### config.mk
export PLATFORM = sky130hd
export DESIGN_NAME = ex_mul_unit
export DESIGN_NICKNAME = d
export VERILOG_FILES = /design/src/rtl/ex_mul_unit_pkg.sv /design/src/rtl/ex_mul_unit_mul_step.sv /design/src/rtl/ex_mul_unit.sv
export SDC_FILE = /design/constraint.sdc
export NUM_CORES = 1
export LEC_CHECK = 0
export CAP_MARGIN = 20
export CORE_ASPECT_RATIO = 1.1
export CORE_MARGIN = 2
export CORE_UTILIZATION = 50
export CTS_CLUSTER_DIAMETER = 50
export DETAILED_ROUTE_END_ITERATION = 10
export PLACE_DENSITY = 0.85
export SKIP_CTS_REPAIR_TIMING = 1
export SYNTH_ARGS = -nofsm -noshare
export SYNTH_HDL_FRONTEND = slang
export SYNTH_SLANG_ARGS = --single-unit
### constraint.sdc
create_clock -name clk_i -period 3 [get_ports clk_i]
set_clock_uncertainty 0.15 [all_clocks]
set_input_delay 0.6 -clock clk_i [delete_from_list [all_inputs] [get_ports clk_i]]
set_output_delay 0.6 -clock clk_i [all_outputs]
set_load 0.05 [all_outputs]
### src/rtl/ex_mul_unit_pkg.sv
// rtl/ex_mul_unit_pkg.sv - shared EX-stage constants: MUL FSM encodings, MUL decode and ALU control codes
package ex_mul_unit_pkg;

   typedef logic [1:0] mul_state_t;

   localparam logic [1:0] MUL_STATE_IDLE = 2'd0;
   localparam logic [1:0] MUL_STATE_RUN  = 2'd1;
   localparam logic [1:0] MUL_STATE_DONE = 2'd2;

   localparam logic [3:0] ALU_CTRL_ADD  = 4'd0;
   localparam logic [3:0] ALU_CTRL_SUB  = 4'd1;
   localparam logic [3:0] ALU_CTRL_AND  = 4'd2;
   localparam logic [3:0] ALU_CTRL_OR   = 4'd3;
   localparam logic [3:0] ALU_CTRL_XOR  = 4'd4;
   localparam logic [3:0] ALU_CTRL_SLL  = 4'd5;
   localparam logic [3:0] ALU_CTRL_SRL  = 4'd6;
   localparam logic [3:0] ALU_CTRL_SRA  = 4'd7;
   localparam logic [3:0] ALU_CTRL_SLT  = 4'd8;
   localparam logic [3:0] ALU_CTRL_MUL  = 4'd9;

   localparam logic [6:0] FUNCT7_BASE   = 7'b0000000;
   localparam logic [6:0] FUNCT7_MULDIV = 7'b0000001;
   localparam logic [2:0] FUNCT3_MUL    = 3'b000;

   function automatic logic is_mul(input logic [6:0] funct7, input logic [2:0] funct3);
      return (funct7 == FUNCT7_MULDIV) && (funct3 == FUNCT3_MUL);
   endfunction

endpackage

### src/rtl/ex_mul_unit_mul_step.sv
// rtl/ex_mul_unit_mul_step.sv - one combinational shift-add step retiring BITS_PER_CYCLE multiplier bits
module mul_step
   import ex_mul_unit_pkg::*;
#(
   parameter int XLEN           = 32,
   parameter int BITS_PER_CYCLE = 1
) (
   input  logic [XLEN-1:0] acc_i,
   input  logic [XLEN-1:0] mcand_i,
   input  logic [XLEN-1:0] mplier_i,
   output logic [XLEN-1:0] acc_o,
   output logic [XLEN-1:0] mcand_o,
   output logic [XLEN-1:0] mplier_o
);

   // Partial products summed bit by bit, so no hard multiplier is inferred.
   always_comb begin
      acc_o = acc_i;
      for (int i = 0; i < BITS_PER_CYCLE; i++) begin
         if (mplier_i[i]) begin
            acc_o = acc_o + (mcand_i << i);
         end
      end
   end

   assign mcand_o  = mcand_i << BITS_PER_CYCLE;
   assign mplier_o = mplier_i >> BITS_PER_CYCLE;

endmodule

### src/rtl/ex_mul_unit.sv
// rtl/ex_mul_unit.sv - iterative shift-add MUL unit for the EX stage with pipeline stall request
// Optional MUL_EARLY_TERM_EN: finish as soon as the remaining multiplier bits are all zero.
module ex_mul_unit
   import ex_mul_unit_pkg::*;
#(
   parameter int XLEN           = 32,
   parameter int BITS_PER_CYCLE = 1
) (
   input  logic            clk_i,
   input  logic            rst_i,
   input  logic            start_i,
   input  logic            flush_i,
   input  logic [XLEN-1:0] data1_i,
   input  logic [XLEN-1:0] data2_i,
   output logic [XLEN-1:0] data_o,
   output logic            done_o,
   output logic            busy_o,
   output logic            stall_o
);

   localparam int STEPS = XLEN / BITS_PER_CYCLE;
   localparam int CW    = $clog2(STEPS) + 1;

   logic [1:0]      state_q,  state_d;
   logic [XLEN-1:0] acc_q,    acc_d;
   logic [XLEN-1:0] mcand_q,  mcand_d;
   logic [XLEN-1:0] mplier_q, mplier_d;
   logic [XLEN-1:0] data_q,   data_d;
   logic [CW-1:0]   count_q,  count_d;

   logic [XLEN-1:0] acc_nx;
   logic [XLEN-1:0] mcand_nx;
   logic [XLEN-1:0] mplier_nx;
   logic            last_step;

   mul_step #(
      .XLEN           (XLEN),
      .BITS_PER_CYCLE (BITS_PER_CYCLE)
   ) u_step (
      .acc_i    (acc_q),
      .mcand_i  (mcand_q),
      .mplier_i (mplier_q),
      .acc_o    (acc_nx),
      .mcand_o  (mcand_nx),
      .mplier_o (mplier_nx)
   );

`ifdef MUL_EARLY_TERM_EN
   assign last_step = (count_q == CW'(STEPS - 1)) || (mplier_nx == '0);
`else
   assign last_step = (count_q == CW'(STEPS - 1));
`endif

   always_comb begin
      state_d  = state_q;
      acc_d    = acc_q;
      mcand_d  = mcand_q;
      mplier_d = mplier_q;
      data_d   = data_q;
      count_d  = count_q;
      case (state_q)
         MUL_STATE_IDLE: begin
            if (start_i && !flush_i) begin
               acc_d    = '0;
               mcand_d  = data1_i;
               mplier_d = data2_i;
               count_d  = '0;
               state_d  = MUL_STATE_RUN;
            end
         end
         MUL_STATE_RUN: begin
            if (flush_i) begin
               state_d = MUL_STATE_IDLE;
            end else begin
               acc_d    = acc_nx;
               mcand_d  = mcand_nx;
               mplier_d = mplier_nx;
               count_d  = count_q + CW'(1);
               if (last_step) begin
                  data_d  = acc_nx;
                  state_d = MUL_STATE_DONE;
               end
            end
         end
         // The result has retired; a late flush cannot take it back.
         MUL_STATE_DONE: state_d = MUL_STATE_IDLE;
         default:        state_d = MUL_STATE_IDLE;
      endcase
   end

   always_ff @(posedge clk_i) begin
      if (rst_i) begin
         state_q  <= MUL_STATE_IDLE;
         acc_q    <= '0;
         mcand_q  <= '0;
         mplier_q <= '0;
         data_q   <= '0;
         count_q  <= '0;
      end else begin
         state_q  <= state_d;
         acc_q    <= acc_d;
         mcand_q  <= mcand_d;
         mplier_q <= mplier_d;
         data_q   <= data_d;
         count_q  <= count_d;
      end
   end

   assign data_o  = data_q;
   assign done_o  = (state_q == MUL_STATE_DONE);
   assign busy_o  = (state_q == MUL_STATE_RUN);
   assign stall_o = start_i & ~done_o;

endmodule
==> flow_summary.toml, run 1 <==
[status]
status = "finished clean"

[synthesis]
syn_nets = 1037
syn_avg_cell_area_sq_um = 7.832
synth_flop_cell = "dfxtp_1"
ys_types = 69
syn-cell-area_sq_mm = 0.007331
ys_warn_count = 0
synth_edf_count = 0
seq_area_frac_synth = 0.3714
synthArstFlopShare = 0
ys_seq_elements = 136
synth_cells = 936

[timing]
final.min_clock_period_ps = 2896
slew-limit-headroom = 0.5338
slew_viol_final = 0
hold_slack_ps = 306.5
setup_viol_count_final = 0
finalCritPeriodShare = 0.9655
hold_viol = 0
setup_tns_ps = 0
fmax_ghz = 0.3453
worstMarginPinSlew_ps = 698.6
finalWorstSetupSlack_ps = 103.6
rsz0062_at_grt = "true"

[placement]
dp_hpwl_microns = 14680
pre_cts_slack_ps = 26.17
gp_congestion = 0.9571
dp.cells = 1204
place_area_sq_mm = 0.008645
io_buffers = 102

[worst_hold_path]
hold_path_end = "data_o[8]$_SDFFE_PP0P_"
worstHoldStart = "data_o[8]$_SDFFE_PP0P_"
hold_path_class = "reg -> reg"
hold_path_depth = 2

[detailed_routing]
drc = 0
wl_per_cell_microns = 17.16
wl_microns = 21280
dr.pass1.iters = 5
vias_per_cell = 6.001
drt_iter0_markers = 576
num_vias = 7441
ant_nets = 0

[floorplanning]
die-area_sq_mm = 0.01565
pin_count = 103
initial_utilization = 0.5095
num_rows = 46
chipWidth_microns = 119.5
coreArea_sq_mm = 0.01439
die_y_microns = 131.0

[cells_and_area]
multi_input_area_sq_mm = 0.004335
drive_gt1_frac = 0.09542
area_growth_pct = 28.33
nets = 1136
fillers = 1188
fin_cells = 1240
diodes = 0
post-route-cell-area_sq_mm = 0.009408
regArea_sq_mm = 0.002723

[grt]
grt_pass1_wl_microns = 34070
gr-total-overflow = 0
grt_max_degree = 67
grt_pass1_vias = 6891
antenna_found_initial = 0
grt.total_usage = 0.2746

[clock_tree]
cts-root-buf = "clkbuf_16"
htree_levels = 4
cts_buffers = 17
clk_pin_slew_ps = 60
cts_tree = "yes"
cts_sinks = 136
clk_latency_ps = 430
clock_path_buffers = 2

[setup_path]
worst-path-max-fanout = 5
r2r_slack_ps = 100
worstPathArrival_ps = 3110
required_ps = 3210
r2r-start = "mcand_q[3]$_SDFFE_PP0P_"
crit_type = "reg -> reg"
reg2reg_to = "data_o[29]$_SDFFE_PP0P_"
crit_path_start_kind = "flop"
worstSetupEndpointType = "flop"
reg2regPathDepth = 9

[pwr]
p_per_area_mw_per_mm2 = 525.2
peakVddDrop_mv = 0.4221
leakagePower_nw = 3.546

[run]
max_cap_violations = 0
==> cells by family after synthesis <==
| logic type | Yosys count | synth area share |
|---|---|---|
| adder cells (fa/ha/maj) | 33 | 0.05735 |
| XOR/XNOR | 22 | 0.02629 |
| buffers and inverters | 76 | 0.04386 |
| AND/OR/NAND/NOR | 364 | 0.2157 |
| multiplexers | 10 | 0.01383 |
| flip-flops | 136 | 0.3714 |
| AO/OA/AOI/OAI | 295 | 0.2716 |
==> layer usage <==
metal,vias up,share of wire,track usage
li1,3597,-,-
met1,3454,0.42,0.3443
met5,-,0,0
met2,322,0.46,0.4457
met4,0,0.037,0.1384
met3,68,0.078,0.06467
==> cells in the final DEF, fill, tap and decap left out, types with 7 or more instances in the layout <==
| master | instances |
|---|---|
| nor2_1 | 116 |
| mux2i_1 | 9 |
| inv_1 | 13 |
| o21a_1 | 7 |
| a311oi_1 | 42 |
| xnor2_1 | 14 |
| dfxtp_1 | 136 |
| a211oi_1 | 19 |
| ha_1 | 31 |
| nor3_1 | 20 |
| nand4_1 | 10 |
| nand2_1 | 152 |
| bufinv_16 | 7 |
| xor2_1 | 8 |
| a21oi_1 | 86 |
| clkbuf_16 | 17 |
| or3_1 | 9 |
| o21ai_0 | 45 |
| buf_4 | 39 |
| nand3_1 | 20 |
| a21o_1 | 9 |
| a22oi_1 | 30 |
| clkdlybuf4s50_1 | 99 |
==> cell usage after synthesis (7+ instances only) <==
cell type | count | share of area
nor3_1 | 20 | 0.014
buf_2 | 9 | 0.0061
a21oi_1 | 86 | 0.059
nand3_1 | 20 | 0.014
or3_1 | 9 | 0.0077
a211oi_1 | 21 | 0.022
a22oi_1 | 30 | 0.031
xnor2_1 | 14 | 0.017
a21o_1 | 9 | 0.0092
o21ai_0 | 45 | 0.031
clkbuf_1 | 45 | 0.023
dfxtp_1 | 136 | 0.37
mux2i_1 | 9 | 0.012
nor2_1 | 118 | 0.060
ha_1 | 32 | 0.055
xor2_1 | 8 | 0.0096
nand4_1 | 10 | 0.0085
inv_1 | 13 | 0.0067
o21a_1 | 7 | 0.0072
a311oi_1 | 42 | 0.050
nand2_1 | 153 | 0.078
==> sequential cells by signal (all words and copies together), names as in the netlist <==
| register | flops |
|---|---|
| count_q | 6 |
| mplier_q | 32 |
| mcand_q | 32 |
| acc_q | 32 |
| state_q | 2 |
| data_o | 32 |
==> final cells by class <==
type,instances,area share
flip-flops and latches,136,0.2894
clock inverters,14,0.02846
inverters,15,0.006251
well taps,192,0.02554
clock buffers,18,0.04668
multi-input cells,724,0.4608
repair buffers,141,0.1428
==> critical path: stages (launching register included) <==
cell	delay [ps]
dfxtp_1	330
ha_1	370
o21ai_0	170
o21bai_2	260
o2111ai_1	230
a21oi_2	300
nor3_2	120
or4_1	550
a31o_1	230
a21oi_1	110
==> metrics by stage <==
stage / total power (W) / util
detailed placement: 0.002464 / 0.6008
floorplan: 0.002262 / -
finish: 0.004941 / 0.6538
global placement: 0.002452 / 0.6008
CTS: 0.004950 / 0.6499
global route: 0.005091 / 0.6538
==> where the power goes <==
part	total [W]	internal [W]	switching [W]
Sequential	0.00192	0.00187	0.0000506
Combinational	0.000512	0.000219	0.000293
Clock	0.00250	0.00167	0.000834
Total	0.00494	0.00376	0.00118
==> worst max path at each step <==
| stage | endpoint | slack [ps] | start | cells after the start |
|---|---|---|---|---|
| after floorplan | acc_q[30]$_SDFFE_PP0P_ | 190 | acc_q[0]$_SDFFE_PP0P_ | 10 |
| after global placement | acc_q[30]$_SDFFE_PP0P_ | 110 | acc_q[0]$_SDFFE_PP0P_ | 10 |
| after detailed placement | acc_q[30]$_SDFFE_PP0P_ | 30 | acc_q[0]$_SDFFE_PP0P_ | 10 |
| after CTS | acc_q[30]$_SDFFE_PP0P_ | -20 | acc_q[0]$_SDFFE_PP0P_ | 10 |
| after global routing | acc_q[31]$_SDFFE_PP0P_ | -30 | acc_q[1]$_SDFFE_PP0P_ | 9 |
| final | data_o[29]$_SDFFE_PP0P_ | 100 | mcand_q[3]$_SDFFE_PP0P_ | 9 |
No activity file was read; power rests on OpenSTA's default activity.
==> run 2: changes to the inputs <==
CORE_MARGIN = unset   (was 2)
==> run 2 against run 1 <==
Via count is 1.0% higher. Non-clock buffer count is 1 lower. Count of clock-buffer cells in the layout is 4 higher. Flip-flop and latch count stayed put. Worst setup slack better by 60 ps. Hold slack worse by 1.9 ps. Critical path depth stayed put. Global-route usage is 1.1 points higher. Sequential power hardly changed. Sequential share of layout area is 0.48 points higher. Combinational power hardly changed. Highest routed layer unchanged.
==> flow_summary.toml, run 2 (synthesized netlist as in run 1, its figures left out) <==
[grt]
grt.total_usage = 0.2860
grt_pass1_wl_microns = 34760
grt_pass1_vias = 7039
grt_max_degree = 61
antenna_found_initial = 0
gr-total-overflow = 0

[pwr]
switchingPower_w = 0.001117
leakagePower_nw = 3.476
p_per_area_mw_per_mm2 = 484.7
p_int_w = 0.003368
peakVddDrop_mv = 0.3429
clockPowerShare = 0.456
p_comb_frac = 0.115
power_frac_seq = 0.429
p_sw_frac = 0.2491

[setup_path]
worst-path-max-fanout = 5
crit_type = "reg -> reg"
crit_path_start_kind = "flop"
required_ps = 3200
worstSetupEndpointType = "flop"
crit_buf_inv = 0
worstPathArrival_ps = 3040
crit_family = "compound AO/OA/AOI/OAI gates"
cpMaxStageDelayCell = "or4_1"
cp_cell_sequence = "ha_1 > o21ai_0 > o21bai_2 > o2111ai_1 > a21oi_2 > nor3_2 > or4_1 > a31o_1 > a21oi_1"
critPathMaxStageDelay_ps = 550

[detailed_routing]
dr.pass1.iters = 5
vias_per_cell = 6.078
num_vias = 7518
drt_iter0_markers = 648
drc = 0
wl_per_cell_microns = 16.94
wl_microns = 20950
ant_nets = 0

[status]
status = "finished clean"

[cells_and_area]
fillers = 1200
regArea_sq_mm = 0.002723
final_cell_mix = "152 x nand2_1, 136 x dfxtp_1, 116 x nor2_1, 99 x clkdlybuf4s50_1, 86 x a21oi_1"
final_util = 0.6431
multi_input_area_sq_mm = 0.004337
post-route-cell-area_sq_mm = 0.009254
layout_commonest_cell = "nand2_1"
diodes = 0
drive_gt1_frac = 0.09091
area_growth_pct = 26.23
nets = 1135

[timing]
rsz0062_at_grt = "true"
setup_viol_count_final = 0
hold_viol = 0
fmax_ghz = 0.3526
final.min_clock_period_ps = 2836
finalCritPeriodShare = 0.9455
finalWorstSetupSlack_ps = 163.6
slew_viol_final = 0
worstMarginPinSlew_ps = 716.0
slew-limit-headroom = 0.5221

[floorplanning]
coreArea_sq_mm = 0.01439
pin_count = 103
num_rows = 46
chipWidth_microns = 117.5
die-area_sq_mm = 0.01515
die_y_microns = 129.0
initial_utilization = 0.5095

[clock_tree]
clk_latency_ps = 430
cts_sinks = 136
cts_buffers = 17
cts_tree = "yes"
clk_pin_slew_ps = 60
cts-root-buf = "clkbuf_16"
htree_levels = 4
clock_path_buffers = 2

[placement]
gp_congestion = 0.9653
place_area_sq_mm = 0.008655
io_buffers = 102
pre_cts_slack_ps = 95.06
dp_hpwl_microns = 14550

[run]
max_cap_violations = 0

[worst_hold_path]
hold_path_class = "reg -> reg"
run 2: cell count changes in the layout (fill, tap and decap cells not counted), moves of 2 or more:
cell and change:
bufinv_16 -5, clkinv_2 +3, clkbuf_1 +2, clkbuf_8 +2
clkinv_4 -2, inv_6 -2
run 2: metal layers:
layer	up-vias	GRT usage	part of all wire	wire length, microns
met5	-	0	0	0
li1	3594	-	-	-
met3	59	0.06161	0.082	1713
met4	0	0.1312	0.031	654
met1	3521	0.3661	0.42	8772
met2	344	0.4643	0.47	9809
run 2: tightest hold or removal path: stages, from the launching register on:
cell and delay, ps:
dfxtp_1 300, nand2_1 50, a21oi_1 50
run 2: cell type report:
| cell class | count | area share |
|---|---|---|
| tap | 192 | 0.02596 |
| inverter | 15 | 0.006355 |
| timing repair buffer | 140 | 0.1431 |
| multi-input combinational | 724 | 0.4686 |
| sequential | 136 | 0.2942 |
| clock inverter | 8 | 0.01055 |
| clock buffer | 22 | 0.05124 |
run 2: power groups by stage:
stage               Clock, W  Combinational, W  Sequential [W]
floorplan                  0          0.000318         0.00194
global placement           0          0.000493         0.00196
detailed placement         0          0.000503         0.00196
CTS                  0.00205          0.000509         0.00192
global route         0.00214          0.000563         0.00193
finish               0.00205          0.000515         0.00192
run 2: metrics by stage:
stage / power (W) / hold slack [ps] / cells / TNS, ps
floorplan: 0.002262 / 285.2 / 936 / 0
global placement: 0.002452 / 296.9 / 1207 / 0
detailed placement: 0.002465 / 300.7 / 1207 / 0
CTS: 0.004487 / 308.5 / 1237 / 0
global route: 0.004639 / 324.2 / 1237 / -5.218
finish: 0.004485 / 304.6 / 1237 / 0
run 2: worst paths after layout:
kind                            depth (start not counted)  slack (ps)                      end                     from
worst max-delay path                                    9         160  data_o[29]$_SDFFE_PP0P_  mcand_q[3]$_SDFFE_PP0P_
worst min register to register                          2         300   data_o[7]$_SDFFE_PP0P_   data_o[7]$_SDFFE_PP0P_
worst max register to register                          9         160  data_o[29]$_SDFFE_PP0P_  mcand_q[3]$_SDFFE_PP0P_
worst min-delay path                                    2         300   data_o[7]$_SDFFE_PP0P_   data_o[7]$_SDFFE_PP0P_
